==> src/rtl/pmem_uart_loader_if.sv <==
// pmem_uart_loader_if: PMEM write port driven by the UART boot loader.
interface pmem_uart_loader_if;
    logic        ic1_c_axi_mst_wr_valid;
    logic [31:0] ic1_axi_mst_wr_data;
    logic [31:0] ic1_axi_mst_wr_addr;
    modport master (output ic1_c_axi_mst_wr_valid, ic1_axi_mst_wr_data, ic1_axi_mst_wr_addr);
    modport slave  (input  ic1_c_axi_mst_wr_valid, ic1_axi_mst_wr_data, ic1_axi_mst_wr_addr);
endinterface

==> src/rtl/pmem_uart_loader.sv <==
// pmem_uart_loader: 8N1 UART receiver feeding a framed image (A5, len16, words) into PMEM.
module pmem_uart_loader #(
    parameter int          CLKS_PER_BIT = 868,
    parameter logic [31:0] BASE_ADDR    = 32'h0000_0000
) (
    input  logic                       clk,
    input  logic                       c_sys_rst,
    input  logic                       uart_rx,
    pmem_uart_loader_if.master         wr,
    output logic                       c_cpu_rst,
    output logic                       boot_done,
    output logic                       boot_err
);
    typedef enum logic [1:0] {RX_IDLE, RX_START, RX_DATA, RX_STOP} rx_e;
    typedef enum logic [2:0] {WAIT_SYNC, LEN_LO, LEN_HI, DATA, DONE, ERR} ld_e;

    rx_e         rs_q, rs_d;
    ld_e         ls_q, ls_d;
    logic        s1_q, s2_q, prev_q;
    logic [15:0] cnt_q, cnt_d;
    logic [2:0]  bi_q, bi_d;
    logic [7:0]  sh_q, sh_d;
    logic        bv_q, bv_d, fe_q, fe_d;
    logic [15:0] len_q, len_d, wcnt_q, wcnt_d;
    logic [1:0]  bcnt_q, bcnt_d;
    logic [23:0] asm_q, asm_d;
    logic        wv_q, wv_d;
    logic [31:0] wd_q, wd_d, wa_q, wa_d;

    wire half = cnt_q == 16'(CLKS_PER_BIT / 2 - 1);
    wire full = cnt_q == 16'(CLKS_PER_BIT - 1);

    always_comb begin
        rs_d = rs_q;
        cnt_d = cnt_q + 16'd1;
        bi_d = bi_q;
        sh_d = sh_q;
        bv_d = 1'b0;
        fe_d = 1'b0;
        case (rs_q)
            RX_IDLE: begin
                cnt_d = '0;
                rs_d = (prev_q && !s2_q) ? RX_START : RX_IDLE;
            end
            RX_START: if (half) begin
                cnt_d = '0;
                bi_d = '0;
                rs_d = s2_q ? RX_IDLE : RX_DATA;
            end
            RX_DATA: if (full) begin
                cnt_d = '0;
                sh_d = {s2_q, sh_q[7:1]};
                bi_d = bi_q + 3'd1;
                rs_d = (bi_q == 3'd7) ? RX_STOP : RX_DATA;
            end
            default: if (full) begin
                rs_d = RX_IDLE;
                bv_d = s2_q;
                fe_d = !s2_q;
            end
        endcase
    end

    // Byte/word progress is only meaningful in DATA; a write for the last word moves on to DONE.
    always_comb begin
        ls_d = ls_q;
        len_d = len_q;
        wcnt_d = wcnt_q;
        bcnt_d = bcnt_q;
        asm_d = asm_q;
        wv_d = 1'b0;
        wd_d = wd_q;
        wa_d = wa_q;
        case (ls_q)
            WAIT_SYNC: ls_d = fe_q ? ERR : (bv_q && sh_q == 8'hA5) ? LEN_LO : WAIT_SYNC;
            LEN_LO: if (fe_q) ls_d = ERR;
                else if (bv_q) begin
                    len_d = {len_q[15:8], sh_q};
                    ls_d = LEN_HI;
                end
            LEN_HI: if (fe_q) ls_d = ERR;
                else if (bv_q) begin
                    len_d = {sh_q, len_q[7:0]};
                    wcnt_d = '0;
                    bcnt_d = '0;
                    ls_d = ({sh_q, len_q[7:0]} == 16'd0) ? DONE : DATA;
                end
            DATA: if (fe_q) ls_d = ERR;
                else if (wv_q && wcnt_q == len_q) ls_d = DONE;
                else if (bv_q) begin
                    asm_d = {sh_q, asm_q[23:8]};
                    bcnt_d = bcnt_q + 2'd1;
                    if (bcnt_q == 2'd3) begin
                        wv_d = 1'b1;
                        wd_d = {sh_q, asm_q};
                        wa_d = BASE_ADDR + {14'd0, wcnt_q, 2'b00};
                        wcnt_d = wcnt_q + 16'd1;
                    end
                end
            default: ls_d = ls_q;
        endcase
    end

    always_ff @(posedge clk) begin
        if (c_sys_rst) begin
            s1_q <= 1'b1;
            s2_q <= 1'b1;
            prev_q <= 1'b1;
            rs_q <= RX_IDLE;
            cnt_q <= '0;
            bi_q <= '0;
            sh_q <= '0;
            bv_q <= 1'b0;
            fe_q <= 1'b0;
            ls_q <= WAIT_SYNC;
            len_q <= '0;
            wcnt_q <= '0;
            bcnt_q <= '0;
            asm_q <= '0;
            wv_q <= 1'b0;
            wd_q <= '0;
            wa_q <= '0;
        end else begin
            s1_q <= uart_rx;
            s2_q <= s1_q;
            prev_q <= s2_q;
            rs_q <= rs_d;
            cnt_q <= cnt_d;
            bi_q <= bi_d;
            sh_q <= sh_d;
            bv_q <= bv_d;
            fe_q <= fe_d;
            ls_q <= ls_d;
            len_q <= len_d;
            wcnt_q <= wcnt_d;
            bcnt_q <= bcnt_d;
            asm_q <= asm_d;
            wv_q <= wv_d;
            wd_q <= wd_d;
            wa_q <= wa_d;
        end
    end

    assign wr.ic1_c_axi_mst_wr_valid = wv_q;
    assign wr.ic1_axi_mst_wr_data = wd_q;
    assign wr.ic1_axi_mst_wr_addr = wa_q;
    assign c_cpu_rst = ls_q != DONE;
    assign boot_done = ls_q == DONE;
    assign boot_err = ls_q == ERR;
endmodule

==> src/flat_wrapper.sv <==
// flat-port wrapper written by rule: the top's interface ports become plain ports
module pmem_uart_loader_flat 
#(
    parameter int          CLKS_PER_BIT = 868,
    parameter logic [31:0] BASE_ADDR    = 32'h0000_0000
)
  (clk, c_sys_rst, uart_rx, c_cpu_rst, boot_done, boot_err, wr_ic1_c_axi_mst_wr_valid, wr_ic1_axi_mst_wr_data, wr_ic1_axi_mst_wr_addr);
  pmem_uart_loader_if wr_i ();
  input  logic clk;
  input  logic c_sys_rst;
  input  logic uart_rx;
  output logic c_cpu_rst;
  output logic boot_done;
  output logic boot_err;
  output wire logic [$bits(wr_i.ic1_c_axi_mst_wr_valid)-1:0] wr_ic1_c_axi_mst_wr_valid;
  output wire logic [$bits(wr_i.ic1_axi_mst_wr_data)-1:0] wr_ic1_axi_mst_wr_data;
  output wire logic [$bits(wr_i.ic1_axi_mst_wr_addr)-1:0] wr_ic1_axi_mst_wr_addr;
  assign wr_ic1_c_axi_mst_wr_valid = wr_i.ic1_c_axi_mst_wr_valid;
  assign wr_ic1_axi_mst_wr_data = wr_i.ic1_axi_mst_wr_data;
  assign wr_ic1_axi_mst_wr_addr = wr_i.ic1_axi_mst_wr_addr;
  pmem_uart_loader #(.CLKS_PER_BIT(CLKS_PER_BIT), .BASE_ADDR(BASE_ADDR)) u_core (.clk(clk), .c_sys_rst(c_sys_rst), .uart_rx(uart_rx), .wr(wr_i), .c_cpu_rst(c_cpu_rst), .boot_done(boot_done), .boot_err(boot_err));
endmodule
==> config.mk <==
export PLATFORM = sky130hd
export DESIGN_NAME = pmem_uart_loader_flat
export DESIGN_NICKNAME = d
export VERILOG_FILES = /design/src/rtl/pmem_uart_loader_if.sv /design/src/rtl/pmem_uart_loader.sv /design/src/flat_wrapper.sv
export SDC_FILE = /design/constraint.sdc
export NUM_CORES = 1
export LEC_CHECK = 0
export ABC_AREA = 0
export CAP_MARGIN = 10
export CORE_UTILIZATION = 33
export DETAILED_ROUTE_END_ITERATION = 6
export PLACE_DENSITY = 0.54
export SKIP_CTS_REPAIR_TIMING = 1
export SYNTH_ARGS = -nofsm -noshare
export SYNTH_HDL_FRONTEND = slang
export SYNTH_SLANG_ARGS = --single-unit
==> constraint.sdc <==
create_clock -name clk -period 1.9 [get_ports clk]
set_input_delay 0.38 -clock clk [delete_from_list [all_inputs] [get_ports clk]]
set_output_delay 0.38 -clock clk [all_outputs]
set_load 0.01 [all_outputs]
; After elaboration in Yosys (flattened, before gate mapping)
; Cells that the tools add are included.
[totals]
reg_bits = 144
output_inout_bits = 68
elab_cells = 119
[classes]
addsub = 4
eq_ne = 25
muxes = 42
n_bitwise = 7
reduce_logical = 23
[op_table]
columns = cell, count
row1 = $mux W16, 11
row2 = $pmux W16 S2, 2
row3 = $pmux W16 S3, 1
row4 = $add A16 B1 Y16 const B, 2
row5 = $mux W3, 10
row6 = $mux W2, 9
row7 = $eq A16 B10 Y1 const B, 1
row8 = $eq A16 B16 Y1, 1
row9 = $eq A16 B9 Y1 const B, 1
row10 = $logic_not A16 Y1, 1
row11 = $reduce_and A4 Y1, 4
row12 = $pmux W3 S4, 1
row13 = $ne A2 B1 Y1 const B, 5
row14 = $reduce_or A5 Y1, 2
row15 = $eq A3 B3 Y1 const B, 3
row16 = $ne A3 B1 Y1 const B, 3
row17 = $eq A8 B8 Y1 const B, 1
row18 = $mux W8, 1
row19 = $not A1 Y1, 7
row20 = $reduce_and A7 Y1, 1
row21 = $eq A3 B2 Y1 const B, 2
row22 = $ne A2 B2 Y1 const B, 3
row23 = $pmux W2 S3, 1
row24 = $pmux W3 S2, 1
row25 = 19 further kinds, 27

; Depth between registers and ports, before layout
; Gate-level depths: netlist of run 1.
[depth]
ltp_word = 6
depth_mapped = 10
ltp_nobuf = 7

; Worst setup path before layout of run 1
; OpenSTA, ideal clock, no wires.
[synth_timing]
kind = reg-to-reg
start = register u_core.cnt_q[0]
end = register u_core.rs_q[1]
arrival_time_ns = 2.056
required_time_ns = 1.830
setup_slack_ns = -0.226
path_stages_with_launch = 7
path_buffers = 0
period_less_slack_ns = 2.126
cell_sequence = dfxtp_1 -> ha_1 -> or4bb_1 -> nor3_4 -> o21ai_2 -> or4b_1 -> a21oi_1
[synth_via]
elab_chain_len = 3
[synth_rtl]
columns = element, line_no
row1 = "start, declared", pmem_uart_loader.sv:20  ; logic [15:0] cnt_q, cnt_d;
row2 = "start signal, assigned", pmem_uart_loader.sv:128  ; cnt_q <= cnt_d;
row3 = $eq A16 B10 Y1 or $eq A16 B9 Y1 (tied branches), "pmem_uart_loader.sv:31, pmem_uart_loader.sv:30"
row4 = $ne A2 B1 Y1 (no line) or $reduce_bool A3 Y1 (tied branches), --
row5 = $reduce_and A3 Y1 (no line) *, --
row6 = "end signal, assigned", pmem_uart_loader.sv:127  ; rs_q <= rs_d;
row7 = "end, declared", pmem_uart_loader.sv:17  ; rx_e rs_q, rs_d;
; Mark *: on every way between the ends. The rest lies on a longest branch, timed or not.
; A chain may end at the register's enable or synchronous reset.

; Worst setup path after layout of run 1
[layout_timing]
start = register u_core.cnt_q[1]
end = register u_core.rs_q[1]
; Same word-level chain as after synthesis.

==> out/metrics.cfg, run 1 <==
[sta]
max_freq_ghz = 0.507
rsz0062_at_grt = true
setup_violations = 31
whs_ps = 418
tightest_slew_ps = 544
hold_violations = 0
worst_slack_ps = -71.9
fin_skew_ps = 10.6
maxSlewViolCount = 0
period_needed_ps = 1970
relSlewSlack = 0.633
fin_crit_sh = 1.04
fin_tns_setup_ps = -524

[floorplan]
start_util = 0.342
dieArea_um2 = 19500
num_rows = 49
placeableCoreArea_um2 = 18300
dieHeight_um = 140
num_io_pins = 71
die_x_um = 140

[run]
maxCapViolCount = 0

[yosys]
synth_top_flop_cell = dfxtp_1
avgSynthCellArea_um2 = 9.01
syn_inst = 694
synthArstFlopShare = 0
synth_top_family_by_area = simple AND/OR/NAND/NOR gates
yosys.area_share.simple = 0.191
ys_seq_area_frac = 0.461
synth_edf_count = 0
synth_xor_area_frac = 0.0420
synth_adder_area_share = 0.0200
ys_ff_latch = 144
synth_area_um2 = 6260
ys_types = 49
muxShareOfSynthArea = 0.115
synth_compound_area_frac = 0.108
ys_warn_count = 0

[power]
power.density_nw_per_um2 = 775
leakage_nw = 3.12
ir_drop_uv = 637
p_total_mw = 6.57

[global_routing]
globalRouteTotalUtil = 0.155
grt_pass1_wl_um = 24200
antenna_found_initial = 0
grt-ovfl-total = 0
grt_pass1_vias = 4851
grt_max_degree = 116

[setup_path]
cp_num_cells = 6
crit_start = u_core.cnt_q[1]
r2r_end = u_core.rs_q[1]
critPathKind = register to register
r2r_setup_slack_ps = -70
worst_setup_path_end_kind = register
worstSetupEndpoint = u_core.rs_q[1]
path_buf_inv = 0
r2r_start = u_core.cnt_q[1]
crit_chain = ha_4 -> or4bb_4 -> nor3_4 -> o21ai_2 -> or4b_1 -> a21oi_1
path_delay_family = simple AND/OR/NAND/NOR gates
cp_slowest_cell = or4b_1
cp-start-kind = register
crit_arrival_ps = 2320
reg2regPathDepth = 6
cpPeakStageDelay_ps = 480
cp.required_ps = 2250
critPathMaxFanout = 3

[drt]
wl_per_cell_um = 14.8
drtAntennaViolNets = 0
drt_iter0_drc = 307
avgViaCountPerCell = 4.99
wl_um = 15500
remaining_drc_errors = 0
via_count = 5217
first_pass_iters = 4

[run_status]
violations = negative setup slack
status = finished with violations

[clocking]
path_clk_slew_ps = 60
cts_tree = done
root_buffer = clkbuf_16
clock_latency_ps = 420
cts_buffers = 17
clockBufferDepth = 2
cts_sinks = 144
htree_levels = 4

[hold_path]
min_path_type = register to register

[final_layout]
finalNetCount = 816
utilization = 0.464
drive_above_1_share = 0.219
n_antenna_cell = 0
most-common-layout-cells = dfxtp_1, nor2_1, mux2i_1
final_common_cell = dfxtp_1
syn2layout_area_growth_pct = 35.5
final_cells = 1045
final_area_um2 = 8480

[place]
portBuffers = 54
dpl_cell_area_um2 = 7380
place.gp.congestion = 0.838
dpl.cell_count = 996
dpl.hpwl_um = 9950
pre_cts_slack_ps = -65.9

## where the power goes
group / internal (mW) / total (mW) / leakage (nW) / switching [mW]
Clock: 2.11 / 3.44 / 0.289 / 1.32
Combinational: 0.0251 / 0.104 / 1.67 / 0.0789
Sequential: 3.02 / 3.02 / 1.17 / 0.00304
## Yosys cell counts, drive strengths merged, types with 4 or more instances
cell	n	area (um^2)
a211oi	4	30.0
a21oi	46	230
a31oi	6	37.5
and3	15	93.8
buf	40	263
clkbuf	23	87.6
dfxtp	144	2880
ha	10	125
inv	10	37.5
mux2i	72	721
nand2	41	154
nand3	30	150
nand4	8	50.1
nor2	118	443
nor3	7	57.6
nor3b	9	67.6
nor4	7	43.8
o211ai	8	60.1
o21ai	27	143
o31ai	8	60.1
or2	4	25.0
or3	4	25.0
xnor2	16	140
xor2	14	123
## sequential cells by signal, summed over array words and instances (netlist names), 2 cells and up
register and flops:
u_core.wcnt_q 16, u_core.bi_q 3, u_core.asm_q 24, u_core.wr.ic1_axi_mst_wr_addr 16, u_core.len_q 16, u_core.sh_q 8, u_core.cnt_q 16, u_core.bcnt_q 2
u_core.ls_q 3, u_core.rs_q 2, u_core.wr.ic1_axi_mst_wr_data 32
## how the worst min path moves through the flow
stage	startpoint	cells after the start	slack (ps)	endpoint
floorplan	u_core.s1_q	1	390	u_core.s2_q
global placement	u_core.s1_q	1	400	u_core.s2_q
detailed placement	u_core.s1_q	1	400	u_core.s2_q
CTS	u_core.s1_q	1	420	u_core.s2_q
global route	u_core.s1_q	1	440	u_core.s2_q
finish	u_core.s1_q	1	420	u_core.s2_q
## metal layers
metal | track usage | vias up | routed length (um)
met4 | 0.0625 | 0 | 226
met3 | 0.0323 | 21 | 510
li1 | - | 2585 | -
met1 | 0.198 | 2497 | 7270
met2 | 0.253 | 114 | 7480
met5 | 0 | - | 0
## kinds of logic after synthesis
family                     Yosys count
AOI/OAI and AO/OA                  110
xor gates and xnor gates            30
adders and majority gates           10
buffers and inverters               74
DFF                                144
muxes                               72
other                                1
and+or+nand+nor                    253
## cell type report
class	count	area, um^2
Sequential cell	144	2900
Clock buffer	21	450
Timing Repair Buffer	138	1370
Fill cell	1730	9790
Clock inverter	11	154
Tap cell	229	287
Inverter	11	41.3
Multi-Input combinational cell	491	3270
Note: power is estimated with default switching activity, not from simulation.
==> run 2, diff against run 1 <==
--- a/config.mk
+++ b/config.mk
@@ -7,9 +7,12 @@
 export LEC_CHECK = 0
 export ABC_AREA = 0
 export CAP_MARGIN = 10
+export CELL_PAD_IN_SITES_DETAIL_PLACEMENT = 0
+export CELL_PAD_IN_SITES_GLOBAL_PLACEMENT = 1
 export CORE_UTILIZATION = 33
 export DETAILED_ROUTE_END_ITERATION = 6
-export PLACE_DENSITY = 0.54
+export HOLD_SLACK_MARGIN = 0.02
+export PLACE_DENSITY = 0.65
 export SKIP_CTS_REPAIR_TIMING = 1
 export SYNTH_ARGS = -nofsm -noshare
 export SYNTH_HDL_FRONTEND = slang
==> constraint.sdc (replaced) <==
create_clock -name clk -period 2.27 [get_ports clk]
set_input_delay 0.454 -clock clk [delete_from_list [all_inputs] [get_ports clk]]
set_output_delay 0.454 -clock clk [all_outputs]
set_load 0.01 [all_outputs]
==> run 2 against run 1 <==
Net effect: largest power group unchanged; die area unchanged; clock skew increased by 2.2 ps; the flow now finishes without violations; setup slack improved by 180 ps; highest routed layer unchanged; sequential power decreased by 16%; first-iteration DRC count increased by 7.5%; design area decreased by 8.7%; flip-flop and latch count unchanged; combinational power decreased by 22%.
==> out/metrics.cfg, run 2 (synthesis results as in run 1) <==
[global_routing]
grt_pass1_vias = 4650
antenna_found_initial = 0
grt_max_degree = 74
grt_pass1_wl_um = 24200
grt-ovfl-total = 0
globalRouteTotalUtil = 0.156

[sta]
max_freq_ghz = 0.462
hold_violations = 0
relSlewSlack = 0.557
fin_skew_ps = 12.8
maxSlewViolCount = 0
setup_violations = 0
fin_tns_setup_ps = 0
period_needed_ps = 2160
rsz0062_at_grt = false
tightest_slew_ps = 662
worst_slack_ps = 108
fin_crit_sh = 0.953

[final_layout]
final_cells = 996
n_antenna_cell = 0
syn2layout_area_growth_pct = 23.7
largest_reg_flops = 32
final_common_cell = dfxtp_1
most-common-layout-cells = dfxtp_1, nor2_1, mux2i_1
drive_above_1_share = 0.115
final_area_um2 = 7740
finalNetCount = 767

[floorplan]
num_rows = 49
die_x_um = 140
num_io_pins = 71
dieArea_um2 = 19500
placeableCoreArea_um2 = 18300
dieHeight_um = 140
start_util = 0.342

[run_status]
status = complete, no violations

[drt]
wl_um = 14500
drt_iter0_drc = 330
first_pass_iters = 4
avgViaCountPerCell = 4.89
drtAntennaViolNets = 0
remaining_drc_errors = 0
wl_per_cell_um = 14.6
via_count = 4867

[setup_path]
cp.required_ps = 1820
cp_slowest_cell = clkdlybuf4s50_1
crit_chain = buf_4 -> and3_1 -> clkdlybuf4s50_1
cpPeakStageDelay_ps = 540
cp-start-kind = register
worst_setup_path_end_kind = primary output
crit_arrival_ps = 1710
critPathKind = register to primary output
critPathMaxFanout = 20
reg2regPathDepth = 6

[hold_path]
min_path_type = register to register
min_path_cells = 1

[place]
dpl_cell_area_um2 = 7100
place.gp.congestion = 0.765
portBuffers = 54
dpl.cell_count = 963
pre_cts_slack_ps = 84.2
dpl.hpwl_um = 9820

[clocking]
clockBufferDepth = 2
root_buffer = clkbuf_16
htree_levels = 4
cts_tree = done
cts_buffers = 17
path_clk_slew_ps = 60
cts_sinks = 144
clock_latency_ps = 430

[run]
maxCapViolCount = 0

[power]
ir_drop_uv = 487
power.density_nw_per_um2 = 712
p_total_mw = 5.51
leakage_nw = 2.74

run 2: cell types whose count changed in the layout (fill, tap and decap cells not counted), sizes merged:
cell | previous run | this run
buf | 81 | 36
clkbuf | 25 | 18
clkdlybuf4s50 | 50 | 53
clkinv | 4 | 6
dlymetal6s2s | 3 | 0
inv | 13 | 14
run 2: final timing paths:
check	start	endpoint	slack, ps
hold reg to reg	u_core.s1_q	u_core.s2_q	420
hold / removal	u_core.s1_q	u_core.s2_q	420
setup / recovery	u_core.ls_q[0]	boot_err	110
setup reg to reg	u_core.cnt_q[0]	u_core.rs_q[1]	130
run 2: power breakdown:
group / internal [mW] / total, mW / switching [mW]
combinational: 0.0175 / 0.0808 / 0.0633
sequential: 2.53 / 2.53 / 0.00299
clock: 1.75 / 2.90 / 1.15
total: 4.30 / 5.51 / 1.21
run 2: critical path, delay by kind of cell, from the launching register on:
family / cells / cell delay (ps)
AND/OR/NAND/NOR: 1 / 190
flip-flops: 1 / 340
buffers and inverters: 2 / 770
run 2: through the flow:
stage | util | hold WS, ps
finish | 0.424 | 419
global route | 0.424 | 437
CTS | 0.422 | 423
detailed placement | 0.389 | 401
global placement | 0.389 | 406
floorplan | - | 389
run 2: metal layers:
| layer | part of all wire | routed length (um) | global-route usage | vias up |
|---|---|---|---|---|
| li1 | - | - | - | 2485 |
| met1 | 0.49 | 7050 | 0.204 | 2277 |
| met2 | 0.47 | 6760 | 0.250 | 94 |
| met3 | 0.038 | 556 | 0.0399 | 11 |
| met4 | 0.0099 | 144 | 0.0555 | 0 |
| met5 | 0 | 0 | 0 | - |
run 2: cell type report:
class | instances | area, um^2
multi-input combinational | 491 | 3060
sequential | 144 | 2890
timing repair buffer | 89 | 851
clock buffer | 18 | 429
fill | 1794 | 10500
tap | 229 | 287
clock inverter | 14 | 181
inverter | 11 | 41.3
